### config.mk
export PLATFORM = sky130hd
export DESIGN_NAME = char_move_ctrl
export DESIGN_NICKNAME = d
export VERILOG_FILES = /design/src/rtl/zelda_pkg.sv /design/src/rtl/char_move_ctrl_dir_target.sv /design/src/rtl/char_move_ctrl.sv
export SDC_FILE = /design/constraint.sdc
export NUM_CORES = 1
export LEC_CHECK = 0
export ABC_AREA = 1
export ABC_CLOCK_PERIOD_IN_PS = 3700
export CORE_MARGIN = 5
export CORE_UTILIZATION = 40
export DETAILED_ROUTE_END_ITERATION = 16
export PLACE_DENSITY_LB_ADDON = 0.3
export SLEW_MARGIN = 30
export SYNTH_ARGS = -nofsm -noshare
export SYNTH_HDL_FRONTEND = slang
export SYNTH_SLANG_ARGS = --single-unit
### constraint.sdc
create_clock -name clock -period 3.7 [get_ports clock]
set_input_delay 0.74 -clock clock [delete_from_list [all_inputs] [get_ports clock]]
set_output_delay 0.74 -clock clock [all_outputs]
set_load 0.01 [all_outputs]
### src/rtl/zelda_pkg.sv
// Shared constants for the player movement path: direction codes, screen size, tile size, FSM states.
// Latency: n/a (constants and one pure helper function).
// Backpressure: n/a.
package zelda_pkg;

  // Direction codes; opposite pairs differ only in bit 0.
  localparam logic [1:0] UP    = 2'b00;
  localparam logic [1:0] DOWN  = 2'b01;
  localparam logic [1:0] LEFT  = 2'b10;
  localparam logic [1:0] RIGHT = 2'b11;

  localparam int SCREEN_W = 320;
  localparam int SCREEN_H = 240;
  localparam int TILE     = 16;

  typedef enum logic [1:0] {
    ST_IDLE  = 2'd0,
    ST_CHECK = 2'd1,
    ST_MOVE  = 2'd2,
    ST_KNOCK = 2'd3
  } state_t;

  function automatic logic [1:0] opposite_dir(input logic [1:0] d);
    return {d[1], ~d[0]};
  endfunction

endpackage

### src/rtl/char_move_ctrl_dir_target.sv
// dir_target: position one tile away from (x,y) in direction dir, plus an on-screen flag.
// Latency: combinational.
// Backpressure: none.
// Ports: x/y current position, dir direction; x_t/y_t target (valid when in_bounds), in_bounds target is legal.
module dir_target #(
  parameter int TILE  = 16,
  parameter int X_MAX = 304,
  parameter int Y_MAX = 224
) (
  input  logic [8:0] x,
  input  logic [7:0] y,
  input  logic [1:0] dir,
  output logic [8:0] x_t,
  output logic [7:0] y_t,
  output logic       in_bounds
);
  import zelda_pkg::UP;
  import zelda_pkg::DOWN;
  import zelda_pkg::LEFT;

  localparam logic [9:0] TX = 10'(TILE);
  localparam logic [8:0] TY = 9'(TILE);
  localparam logic [9:0] XM = 10'(X_MAX);
  localparam logic [8:0] YM = 9'(Y_MAX);

  // One extra bit on each axis: a subtraction past zero sets the top bit.
  logic [9:0] xw;
  logic [8:0] yw;

  always_comb begin
    xw = {1'b0, x};
    yw = {1'b0, y};
    case (dir)
      UP:      yw = {1'b0, y} - TY;
      DOWN:    yw = {1'b0, y} + TY;
      LEFT:    xw = {1'b0, x} - TX;
      default: xw = {1'b0, x} + TX;
    endcase
  end

  assign in_bounds = !xw[9] && (xw <= XM) && !yw[8] && (yw <= YM);
  assign x_t = xw[8:0];
  assign y_t = yw[7:0];

endmodule

### src/rtl/char_move_ctrl.sv
// Player movement FSM: collision-checked one-tile walk, or one-tile knockback on enemy contact.
// Latency: move_req -> check_req 1 cycle; check_done -> state/hit 1 cycle; a walk spans TILE frame_ticks.
// Backpressure: move_req is only sampled in IDLE; check_req is held until check_done or timeout.
// Ports: clock/reset; frame_tick step strobe; move_req/move_dir request; check_req/direction_char/
//        check_done/map_collision/enemy_collision collision handshake; x_char/y_char/facing_char/moving/hit status.
module char_move_ctrl #(
  parameter int X_INIT      = 160,
  parameter int Y_INIT      = 112,
  parameter int TILE        = 16,
  parameter int X_MAX       = 304,
  parameter int Y_MAX       = 224,
  parameter int CHK_TIMEOUT = 15
) (
  input  logic       clock,
  input  logic       reset,
  input  logic       frame_tick,
  input  logic       move_req,
  input  logic [1:0] move_dir,
  output logic       check_req,
  output logic [1:0] direction_char,
  input  logic       check_done,
  input  logic       map_collision,
  input  logic       enemy_collision,
  output logic [8:0] x_char,
  output logic [7:0] y_char,
  output logic [1:0] facing_char,
  output logic       moving,
  output logic       hit
);
  import zelda_pkg::UP;
  import zelda_pkg::DOWN;
  import zelda_pkg::LEFT;
  import zelda_pkg::state_t;
  import zelda_pkg::ST_IDLE;
  import zelda_pkg::ST_CHECK;
  import zelda_pkg::ST_MOVE;
  import zelda_pkg::ST_KNOCK;
  import zelda_pkg::opposite_dir;

  localparam int SW = $clog2(TILE + 1);
  localparam int CW = $clog2(CHK_TIMEOUT + 1);
  localparam logic [SW-1:0] STEP_LAST = SW'(TILE - 1);
  localparam logic [CW-1:0] CHK_LAST  = CW'(CHK_TIMEOUT - 1);

  state_t        state;
  logic [SW-1:0] step_cnt;
  logic [CW-1:0] chk_cnt;
  logic [8:0]    tgt_x;
  logic [7:0]    tgt_y;
  logic          knock_ok;

  logic [8:0] fwd_x_t;
  logic [7:0] fwd_y_t;
  logic       fwd_ok;
  logic [1:0] knk_dir;
  logic [8:0] knk_x_t;
  logic [7:0] knk_y_t;
  logic       knk_ok;

  assign knk_dir = opposite_dir(facing_char);

  // Forward target for a fresh request, evaluated in IDLE.
  dir_target #(.TILE(TILE), .X_MAX(X_MAX), .Y_MAX(Y_MAX)) u_fwd (
    .x(x_char), .y(y_char), .dir(move_dir),
    .x_t(fwd_x_t), .y_t(fwd_y_t), .in_bounds(fwd_ok)
  );

  // Knockback target, evaluated while CHECK holds the starting position.
  dir_target #(.TILE(TILE), .X_MAX(X_MAX), .Y_MAX(Y_MAX)) u_knk (
    .x(x_char), .y(y_char), .dir(knk_dir),
    .x_t(knk_x_t), .y_t(knk_y_t), .in_bounds(knk_ok)
  );

  always_ff @(posedge clock) begin
    if (reset) begin
      state          <= ST_IDLE;
      x_char         <= 9'(X_INIT);
      y_char         <= 8'(Y_INIT);
      facing_char    <= DOWN;
      direction_char <= DOWN;
      check_req      <= 1'b0;
      moving         <= 1'b0;
      hit            <= 1'b0;
      step_cnt       <= '0;
      chk_cnt        <= '0;
      tgt_x          <= '0;
      tgt_y          <= '0;
      knock_ok       <= 1'b0;
    end else begin
      hit <= 1'b0;
      case (state)
        ST_IDLE: begin
          if (move_req) begin
            facing_char    <= move_dir;
            direction_char <= move_dir;
            if (fwd_ok) begin
              state     <= ST_CHECK;
              check_req <= 1'b1;
              chk_cnt   <= '0;
              tgt_x     <= fwd_x_t;
              tgt_y     <= fwd_y_t;
            end
          end
        end

        ST_CHECK: begin
          if (check_done) begin
            check_req <= 1'b0;
            step_cnt  <= '0;
            if (enemy_collision) begin
              hit            <= 1'b1;
              moving         <= 1'b1;
              state          <= ST_KNOCK;
              direction_char <= knk_dir;
              tgt_x          <= knk_x_t;
              tgt_y          <= knk_y_t;
              knock_ok       <= knk_ok;
            end else if (map_collision) begin
              state <= ST_IDLE;
            end else begin
              moving <= 1'b1;
              state  <= ST_MOVE;
            end
          end else if (chk_cnt == CHK_LAST) begin
            check_req <= 1'b0;
            state     <= ST_IDLE;
          end else begin
            chk_cnt <= chk_cnt + 1'b1;
          end
        end

        default: begin
          // MOVE and KNOCK share the stepping logic; a knockback into a wall
          // of the screen is abandoned before any step is taken.
          if (state == ST_KNOCK && !knock_ok) begin
            moving <= 1'b0;
            state  <= ST_IDLE;
          end else if (frame_tick) begin
            if (step_cnt == STEP_LAST) begin
              // Final step lands exactly on the latched tile-aligned target.
              x_char   <= tgt_x;
              y_char   <= tgt_y;
              step_cnt <= '0;
              moving   <= 1'b0;
              state    <= ST_IDLE;
            end else begin
              step_cnt <= step_cnt + 1'b1;
              case (direction_char)
                UP:      y_char <= y_char - 8'd1;
                DOWN:    y_char <= y_char + 8'd1;
                LEFT:    x_char <= x_char - 9'd1;
                default: x_char <= x_char + 9'd1;
              endcase
            end
          end
        end
      endcase
    end
  end

endmodule

==> metrics.md <==
| Metric | Value |
|---|---|
| Total CTS buffers | 5 |
| Clock root buffer | clkbuf_8 |
| Die area | approximately 12000 um2 |
| Cell taking the most area after synthesis | dfxtp_1 |
| Crit path max-delay family | simple AND/OR/NAND/NOR gates |
| Vias | about 3800 |
| Clock Skews | 0.00600 ns |
| Count of cell types in the netlist | 46 |
| Crit path time final | 2.68 ns |
| Initial DRC Count | 211 |
| Detailed placement HPWL | 7.43 mm |
| Clock Sinks | 53 |
| Worst path max stage delay | roughly 0.6 ns |
| Ratio of cells with drive above 1 in the final layout | 0.0942 |
| IO Count | 33 |
| Startpoint Class | flop |
| P per Cell Area | 345 nW/um2 |
| Yosys top cell area share | 0.272 |
| Routability cong. | between 0.9 and 1 |
| Remaining Overflow, GRT | 0 |
| Run status | finished clean |
| Routed vias/inst | between 5 and 6 |
| Die width | ~110 um |
| Nets@finish | 646 |
| Global-route wire length before repair | 17.0 mm |
| Gr usage total | 0.178 |
| Sequential share of the synthesized area | 0.272 |
| Fin crit share | 0.723 |
| Top_reg_cell synth | dfxtp_1 |
| Critical path arrival | 2.93 ns |
| Htree depth | 2 |
| Mapped Cells | 594 |
| Syn_nets | 625 |
| Maximum root-to-sink buffer count | 2 |
| Hold Buf Count CTS | 0 |
| Top cells by area, synth | dfxtp_1 (27%), nand2_1 (12%), nor2_1 (7.7%) |
| DP Worst Slack | 0.756 ns |
| Static Leak | 1.98 nW |
| Clock Latency Late Sink | 0.32 ns |
| Post-synth EDFFs | 0 |
| Reg clk slew, reported paths | 0.10 ns |
| Crit. End Element | flop |
| Routed WL | approximately 10 mm |
| Least-Margin Pin Slew | 0.762 ns |
| Post-CTS resize count | 0 |
| Max cap viols | 0 |
| Synth Warn # | 0 |
| Power, Total | 1.51 mW |
| Port bufs | 32 |
| Hold Vio Cnt, Final | 0 |
| Vias in the first global route | 3510 |
| Area growth from synthesis to layout | 12.3% |
| CTS tree | yes |
| Reg2Reg Setup Slack | 1.02 ns |
| # rows | 36 |
| Post-route DRC | 0 |
| Worst hold-check path type | reg -> reg |
| Avg Synthesized Cell Area | 6.56 um2 |
| Core footprint | 9640 um2 |
| List of most frequent post-synthesis cells | nand2_1 (127), nor2_1 (80), inv_1 (55) |
| CP Buf/Inv Count | 2 |
| # setup viols final | 0 |
| # Post-CTS Setup Buffers | 0 |
| Unrepaired setup endpoints after global routing | no |
| Worst path required time | about 4.0 ns |
| DRT Pass-1 Iters | 8 |
| Critical path fanouts, max | 9 |
| Setup TNS | 0 ns |
| Slew Viols, Final | 0 |
| FFs w/ async S/R, synth | 0 |
| Initial antenna violation count | 0 |
| Yosys reg bits | 53 |
| Max Fclk | 0.374 GHz |
| Critical Path, Cell by Cell | inv_1 > nor2_1 > inv_1 > fa_1 > o211ai_1 > nand4_1 > a21oi_1 > nor2_1 > a21o_1 > a21oi_1 |
| Initial Util | 0.404 |
| Netlist Area Pre-Place | 3890 um2 |
| Antenna Violating Nets Remaining | 0 |
| Chip height | 109 um |
| Routed len/inst | 13.3 um |
| Diode count | 0 |
| Most numerous cell in the Yosys netlist | nand2_1 |
| Largest net degree at the start of global routing | 22 |
| Slew HR | 0.490 |
| Post-route setup slack | 1.02 ns |
| Slowest CP cell | nor2_1 |
| Critical path start-end classification | reg -> reg |
| Peak supply drop | 0.173 mV |
## final cells by class
class	count	area, um2
clock inverter	2	17.5
tap	133	166
multi-input combinational	444	2410
inverter	75	287
fill	1039	5270
sequential	53	1060
clock buffer	6	82.6
timing repair buffer	36	350
## logic make-up after synthesis
logic type | Yosys count | synth area share
buf+inv | 97 | 0.109
simple gates | 282 | 0.325
compound gates | 124 | 0.182
flops | 53 | 0.272
xor+xnor | 15 | 0.0337
fa+ha+maj | 22 | 0.0745
mux | 1 | 0.00257
## path summary, 6_finish.rpt
path / startpoint / endpoint / cells after the start
setup / recovery: direction_char[1] / x_char[8] / 10
hold reg to reg: check_req / check_req / 2
hold / removal: check_req / check_req / 2
setup reg to reg: direction_char[1] / x_char[8] / 10
## sequential cells by signal, indices dropped and copies added, names as in the netlist, 4 cells and up
signal    cells
tgt_x         9
x_char        9
tgt_y         8
y_char        8
step_cnt      5
chk_cnt       4
## stage by stage
step / area (um2) / hold slack, ns / cells / utilization
final: 4370 / 0.454 / 749 / 0.454
after floorplan: 3890 / 0.444 / 594 / -
after global routing: 4370 / 0.484 / 749 / 0.454
after detailed placement: 4270 / 0.443 / 741 / 0.443
after CTS: 4370 / 0.458 / 749 / 0.454
after global placement: 4270 / 0.440 / 741 / 0.443
## report_power, final
group	internal [mW]	switching, mW	total (mW)
clock network	0.156	0.211	0.367
registers	0.621	0.0481	0.669
logic	0.184	0.291	0.475
total	0.961	0.550	1.51
## cells in the final DEF, fill, tap and decap left out, types with 3 or more instances in the layout
cell             instances
nand2_1                127
nor2_1                  80
inv_1                   55
dfxtp_1                 53
o21ai_0                 42
nand3_1                 37
a21oi_1                 36
clkdlybuf4s50_1         32
ha_1                    20
inv_2                   17
o211ai_1                10
o21ai_1                 10
nor2_2                   9
xor2_1                   8
a31oi_1                  7
nand4_1                  7
xnor2_1                  7
clkbuf_8                 6
o221ai_1                 5
or2_2                    4
buf_4                    4
o22ai_1                  3
nand2_2                  3
nor3_1                   3
a211oi_1                 3
## worst min-delay path, delay by kind of cell, from the launching register on
kind	cells	cell delay [ns]
buf+inv	1	0.04
compound gates	1	0.05
flops	1	0.32
## per-layer routing
layer / track usage / routed length, um
met3: 0.0255 / 491
met1: 0.248 / 4830
met2: 0.283 / 4450
met4: 0.0604 / 225
met5: 0 / 0
(Power assumes the default switching activity.)
